$ cat src/rtl/regfile_spi_tx_pkg.sv
// rtl/regfile_spi_tx_pkg.sv - shared types and constants for the register-file SPI transmitter
//
// Purpose: FSM state encoding, SPI write-flag value and frame-width helper used by
//          regfile_spi_tx and its shift engine.
// Ports:   none (package).
package regfile_spi_tx_pkg;

  typedef enum logic [2:0] {
    ST_IDLE,
    ST_FETCH,
    ST_LOAD,
    ST_SHIFT,
    ST_GAP,
    ST_DONE
  } state_t;

  // Leading bit of every frame; 0 marks a register write to the sensor.
  localparam logic SPI_WR_FLAG = 1'b0;

  // {write flag, address, separator bit, data}
  function automatic int frame_width(input int addr_w, input int data_w);
    return addr_w + data_w + 2;
  endfunction

endpackage

$ cat src/rtl/regfile_spi_tx_shift_engine.sv
// rtl/regfile_spi_tx_shift_engine.sv - SPI mode-0 frame serialiser with SCLK divider
//
// Purpose: shifts one FW-bit frame out MSB first, samples MISO on rising SCLK,
//          raises cs_n again on the FW-th falling edge.
// Ports:
//   clk, reset_n      clock, asynchronous active-low reset
//   load, frame_in    1-clk request to start a frame with the given word
//   miso              SPI data in
//   sclk, cs_n, mosi  SPI pins (registered)
//   frame_done        1-clk strobe coincident with the edge that ends the frame
//   rx_word           last 8 bits sampled from MISO
module regfile_spi_tx_shift_engine
  import regfile_spi_tx_pkg::*;
#(
  parameter int FW      = 16,
  parameter int CLK_DIV = 4
) (
  input  logic          clk,
  input  logic          reset_n,
  input  logic          load,
  input  logic [FW-1:0] frame_in,
  input  logic          miso,
  output logic          sclk,
  output logic          cs_n,
  output logic          mosi,
  output logic          frame_done,
  output logic [7:0]    rx_word
);

  localparam int DIV_W = (CLK_DIV > 1) ? $clog2(CLK_DIV) : 1;
  localparam int BIT_W = $clog2(FW);

  logic             active;
  logic [DIV_W-1:0] div_cnt;
  logic [BIT_W-1:0] bit_cnt;
  logic [FW-1:0]    tx_shift;
  logic [7:0]       rx_shift;
  logic             tick;

  assign tick = active && (div_cnt == DIV_W'(CLK_DIV - 1));
  // Combinational so the owning FSM updates its status on the same edge cs_n rises.
  assign frame_done = tick && sclk && (bit_cnt == BIT_W'(FW - 1));
  assign rx_word    = rx_shift;

  always_ff @(posedge clk or negedge reset_n) begin
    if (!reset_n) begin
      active   <= 1'b0;
      div_cnt  <= '0;
      bit_cnt  <= '0;
      tx_shift <= '0;
      rx_shift <= '0;
      sclk     <= 1'b0;
      cs_n     <= 1'b1;
      mosi     <= 1'b0;
    end else if (load) begin
      active   <= 1'b1;
      div_cnt  <= '0;
      bit_cnt  <= '0;
      tx_shift <= frame_in;
      sclk     <= 1'b0;
      cs_n     <= 1'b0;
      mosi     <= frame_in[FW-1];
    end else if (active) begin
      if (tick) begin
        div_cnt <= '0;
        if (!sclk) begin
          sclk     <= 1'b1;
          rx_shift <= {rx_shift[6:0], miso};
        end else begin
          sclk <= 1'b0;
          if (frame_done) begin
            active <= 1'b0;
            cs_n   <= 1'b1;
            mosi   <= 1'b0;
          end else begin
            bit_cnt  <= bit_cnt + BIT_W'(1);
            tx_shift <= tx_shift << 1;
            mosi     <= tx_shift[FW-2];
          end
        end
      end else begin
        div_cnt <= div_cnt + DIV_W'(1);
      end
    end
  end

endmodule

$ cat src/rtl/regfile_spi_tx.sv
// rtl/regfile_spi_tx.sv - reads a register-file range and writes each entry to an SPI sensor
//
// Purpose: burst sequencer; fetches count registers from start_addr (wrapping) and sends
//          each as a write frame through the shift engine, reporting progress and MISO echo.
// Ports:
//   clk, reset_n           clock, asynchronous active-low reset
//   start                  1-clk burst request (ignored unless idle)
//   start_addr, count      first address and number of frames (0..2**ADDR_W)
//   rd_addr, rd_data       register-file read port (data valid 1 clk after address)
//   sclk, cs_n, mosi, miso SPI mode-0 pins
//   busy, done             burst status; done is a 1-clk pulse
//   frames_sent, rx_last   frames completed so far, low byte received in last frame
module regfile_spi_tx
  import regfile_spi_tx_pkg::*;
#(
  parameter int ADDR_W  = 7,
  parameter int DATA_W  = 7,
  parameter int CLK_DIV = 4,
  parameter int CS_GAP  = 4
) (
  input  logic              clk,
  input  logic              reset_n,
  input  logic              start,
  input  logic [ADDR_W-1:0] start_addr,
  input  logic [ADDR_W:0]   count,
  output logic [ADDR_W-1:0] rd_addr,
  input  logic [DATA_W-1:0] rd_data,
  output logic              sclk,
  output logic              cs_n,
  output logic              mosi,
  input  logic              miso,
  output logic              busy,
  output logic              done,
  output logic [ADDR_W:0]   frames_sent,
  output logic [7:0]        rx_last
);

  localparam int FW    = frame_width(ADDR_W, DATA_W);
  localparam int GAP_W = (CS_GAP > 1) ? $clog2(CS_GAP) : 1;
  localparam logic [ADDR_W:0] FS_ONE = 1;

  state_t            state;
  logic [ADDR_W:0]   count_l;
  logic [GAP_W-1:0]  gap_cnt;
  logic              load;
  logic [FW-1:0]     frame;
  logic              frame_done;
  logic [7:0]        rx_word;

  // rd_addr doubles as the current burst address; rd_data for it arrives during LOAD.
  assign load  = (state == ST_LOAD);
  assign frame = {SPI_WR_FLAG, rd_addr, 1'b0, rd_data};

  always_ff @(posedge clk or negedge reset_n) begin
    if (!reset_n) begin
      state       <= ST_IDLE;
      rd_addr     <= '0;
      count_l     <= '0;
      gap_cnt     <= '0;
      frames_sent <= '0;
      rx_last     <= '0;
      busy        <= 1'b0;
      done        <= 1'b0;
    end else begin
      case (state)
        ST_IDLE: begin
          if (start) begin
            rd_addr     <= start_addr;
            count_l     <= count;
            frames_sent <= '0;
            busy        <= 1'b1;
            if (count == '0) begin
              done  <= 1'b1;
              state <= ST_DONE;
            end else begin
              state <= ST_FETCH;
            end
          end
        end
        ST_FETCH: state <= ST_LOAD;
        ST_LOAD:  state <= ST_SHIFT;
        ST_SHIFT: begin
          if (frame_done) begin
            frames_sent <= frames_sent + FS_ONE;
            rx_last     <= rx_word;
            gap_cnt     <= '0;
            state       <= ST_GAP;
          end
        end
        ST_GAP: begin
          if (gap_cnt == GAP_W'(CS_GAP - 1)) begin
            if (frames_sent == count_l) begin
              done  <= 1'b1;
              state <= ST_DONE;
            end else begin
              rd_addr <= rd_addr + ADDR_W'(1);
              state   <= ST_FETCH;
            end
          end else begin
            gap_cnt <= gap_cnt + GAP_W'(1);
          end
        end
        ST_DONE: begin
          // A start arriving here is deliberately dropped; IDLE accepts the next one.
          done  <= 1'b0;
          busy  <= 1'b0;
          state <= ST_IDLE;
        end
        default: state <= ST_IDLE;
      endcase
    end
  end

  regfile_spi_tx_shift_engine #(
    .FW      (FW),
    .CLK_DIV (CLK_DIV)
  ) u_shift (
    .clk        (clk),
    .reset_n    (reset_n),
    .load       (load),
    .frame_in   (frame),
    .miso       (miso),
    .sclk       (sclk),
    .cs_n       (cs_n),
    .mosi       (mosi),
    .frame_done (frame_done),
    .rx_word    (rx_word)
  );

endmodule

$ cat config.mk
export PLATFORM = sky130hd
export DESIGN_NAME = regfile_spi_tx
export DESIGN_NICKNAME = d
export VERILOG_FILES = /design/src/rtl/regfile_spi_tx_pkg.sv /design/src/rtl/regfile_spi_tx_shift_engine.sv /design/src/rtl/regfile_spi_tx.sv
export SDC_FILE = /design/constraint.sdc
export NUM_CORES = 1
export LEC_CHECK = 0
export BUFFER_PORTS_ARGS = -buffer_cell sky130_fd_sc_hd__buf_2
export CORE_ASPECT_RATIO = 0.7
export CORE_MARGIN = 2
export CORE_UTILIZATION = 45
export CTS_CLUSTER_SIZE = 24
export DETAILED_ROUTE_END_ITERATION = 12
export MAX_ROUTING_LAYER = met4
export PLACE_DENSITY = 0.66
export SLEW_MARGIN = 10
export SYNTH_ARGS = -nofsm -noshare
export SYNTH_HDL_FRONTEND = slang
export SYNTH_SLANG_ARGS = --single-unit
$ cat constraint.sdc
create_clock -name clk -period 2 [get_ports clk]
set_clock_uncertainty 0.15 [all_clocks]
set_input_delay 0.2 -clock clk [delete_from_list [all_inputs] [get_ports clk]]
set_output_delay 0.2 -clock clk [all_outputs]
set_load 0.005 [all_outputs]
==> impl_metrics.toml <==
[synthesis]
synthArstFlopShare_pct = 100.0
synth_top_area_share_pct = 51.97
yosys-top-cells-area = "dfrtp_1 52%, nand2_1 9.6%, mux2i_1 4.2%, xor2_1 3.6%, mux2_2 3.3%"
syn_inst = 343
synth_top_area_cell = "dfrtp_1"
synth_edf_count = 0
synth.distinct_cells = 44
yosys-top-cells-count = "86 x nand2_1, 70 x dfrtp_1, 20 x nor2_1, 20 x o21ai_0, 17 x nand3_1"
synth.avg_cell_area_um2 = 9.827
syn_nets = 374
ys.flop_type = "dfrtp_1"
yosysMostFrequentCell = "nand2_1"
yosys_warnings = 0
synth_area_um2 = 3371
synth-seq-cells = 71
ys_seq_area_share_pct = 52.75

[final_layout]
drive_above_1_share_pct = 28.73
syn_to_final_growth_pct = 29.21
layout.cells.non_filler = 547
nFillCells = 664
insertedDiodeCount = 0
nets = 475

[floorplanning]
die_y_um = 76.41
die_w_um = 107.4
ioPinCount = 54
coreArea_um2 = 7287
rows = 26
initial_core_util_pct = 46.26
die_area_um2 = 8210

[worst_setup_path]
r2r_slack_ns = 0.08
worst-path-max-fanout = 5
crit_family = "simple AND/OR/NAND/NOR gates"
crit_slowest_cell = "or4_4"
worst_setup_path_end_kind = "flop"
critical_path.startpoint_type = "flop"
cp.required_ns = 2.08
worstPathCellList = "ha_2, nand3_2, or4_4, nor3_2, xnor2_1, nor2_2"
cp_num_buf_inv = 0
crit_path_max_incr_delay_ns = 0.53
criticalPathCategory = "reg -> reg"
cp_data_arrival_time_ns = 1.99
r2r_start = "u_shift.bit_cnt[1]"
startpoint = "u_shift.bit_cnt[1]"

[power]
peakVddDrop_mv = 0.4516
powerDensity_nw_per_um2 = 907.2
finalPower_mw = 3.951
power.leakage_nw = 2.132

[placed_design]
dp.cells = 508
dpl.hpwl_mm = 5.316
gp_congestion = 0.8229
port_buffers = 53

[timing]
post-route-period-util_pct = 95.77
relSlewSlack_pct = 68.00
tightest_slew_ns = 0.4757
hold_viol = 0
setup_viol = 0
drv_slew = 0
fmax_mhz = 522.1
post-route-min-period_ns = 1.915
setup_tns_ns = 0
rsz0062_at_grt = "true"

[routing]
routedWlPerCell_um = 13.99
drc_errors = 0
drt_wl_total_mm = 7.655
ant_nets = 0
drt-initial-drc-count = 136
viasPerCell = 5.084
firstDrtPassIters = 4
vias = 2781

[min_path]
hp-start = "start_addr[6]"
hold_path_class = "in -> reg"

[clock_network]
insertion_delay_ns = 0.34
cts-root-buf = "clkbuf_8"
clk_pin_slew_ns = 0.07
ctsLongestPathBuffers = 2
cts_buffers = 9
ctsHtreeMaxLevel = 3
tritoncts = "yes"
clkSinkCount = 71

[global_route]
grt_max_degree = 72
antenna_found_initial = 0
grt_use_total_pct = 20.75
overflow = 0
grt_pass1_vias = 2754
grt_pass1_wl_mm = 12.99

[flow_run]
cap_violations = 0

[run_status]
status = "completed"
## cells in the final DEF, fill, tap and decap left out, types with 14 or more instances in the layout
cell type and instances:
nor2_1 19, dfrtp_1 70, o21ai_0 20, mux2i_1 14, dlygate4sd3_1 19, buf_4 35
xor2_1 14, nand2_1 86, buf_2 53, nand3_1 15
## flip-flops by register name (all words and copies together) (netlist names)
signal            count
busy                  1
count_l               8
done                  1
frames_sent           8
gap_cnt               2
rd_addr               7
rx_last               8
state                 3
u_shift.active        1
u_shift.bit_cnt       4
u_shift.cs_n          1
u_shift.div_cnt       2
u_shift.mosi          1
u_shift.rx_word       8
u_shift.sclk          1
u_shift.tx_shift     15
## cell type report
cell class | instances | area (um^2) | share of cell area [%]
sequential | 71 | 1778 | 40.82
multi-input combinational | 251 | 1514 | 34.76
timing repair buffer | 108 | 738.2 | 16.95
clock buffer | 13 | 148.9 | 3.419
tap | 98 | 122.6 | 2.815
clock inverter | 3 | 42.54 | 0.9767
inverter | 3 | 11.26 | 0.2585
## layer usage
metal	GRT usage, %	routed length, um	vias to the layer above
li1	-	-	1372
met1	27.93	3771	1341
met2	30.25	3408	60
met3	6.074	383	8
met4	6.923	91	0
met5	-	0	-
## worst min-delay path: cells and delay by family
| kind | cells | cell delay [ns] |
|---|---|---|
| compound gates | 2 | 0.19 |
| buf+inv | 1 | 0.08 |
## report_power, final
part	switching, mW	internal, mW
Sequential	0.222	1.75
Combinational	0.391	0.459
Clock	0.519	0.610
## final timing paths
check | endpoint | cells past startpoint
min in group asynchronous | count_l[6] | 3
hold / removal | rd_addr[6] | 3
setup reg to reg | frames_sent[7] | 6
hold reg to reg | rx_last[7] | 2
max in group asynchronous | u_shift.cs_n | 3
setup / recovery | frames_sent[7] | 6
## logic make-up after synthesis
| kind of cell | Yosys count | synth area share, % |
|---|---|---|
| simple gates | 155 | 21.42 |
| flops | 71 | 52.75 |
| compound gates | 50 | 8.946 |
| mux | 24 | 7.498 |
| buf+inv | 21 | 3.118 |
| xor+xnor | 17 | 4.417 |
| fa+ha+maj | 5 | 1.856 |
## what timing repair did
action / CTS / global route
gates resized for setup: 0 / 3
hold buffers: 19 / 0
buffers inserted: 0 / 4
endpoints found under the setup margin: 0 / 19
hold endpoints to repair: 88 / 0
## stage by stage
step | instance area (um^2) | util (%) | hold slack [ns] | setup slack, ns
2_1_floorplan | 3371 | - | -0.2456 | 0.05289
3_3_place_gp | 3931 | 53.95 | 0.1088 | 0.09441
3_5_place_dp | 3931 | 53.95 | 0.1197 | 0.01213
4_1_cts | 4313 | 59.19 | 0.002413 | 0.004228
5_1_grt | 4355 | 59.77 | 0.03046 | -0.04061
6_report | 4355 | 59.77 | 0.02713 | 0.08455
Power figures use the tool's default switching activity.
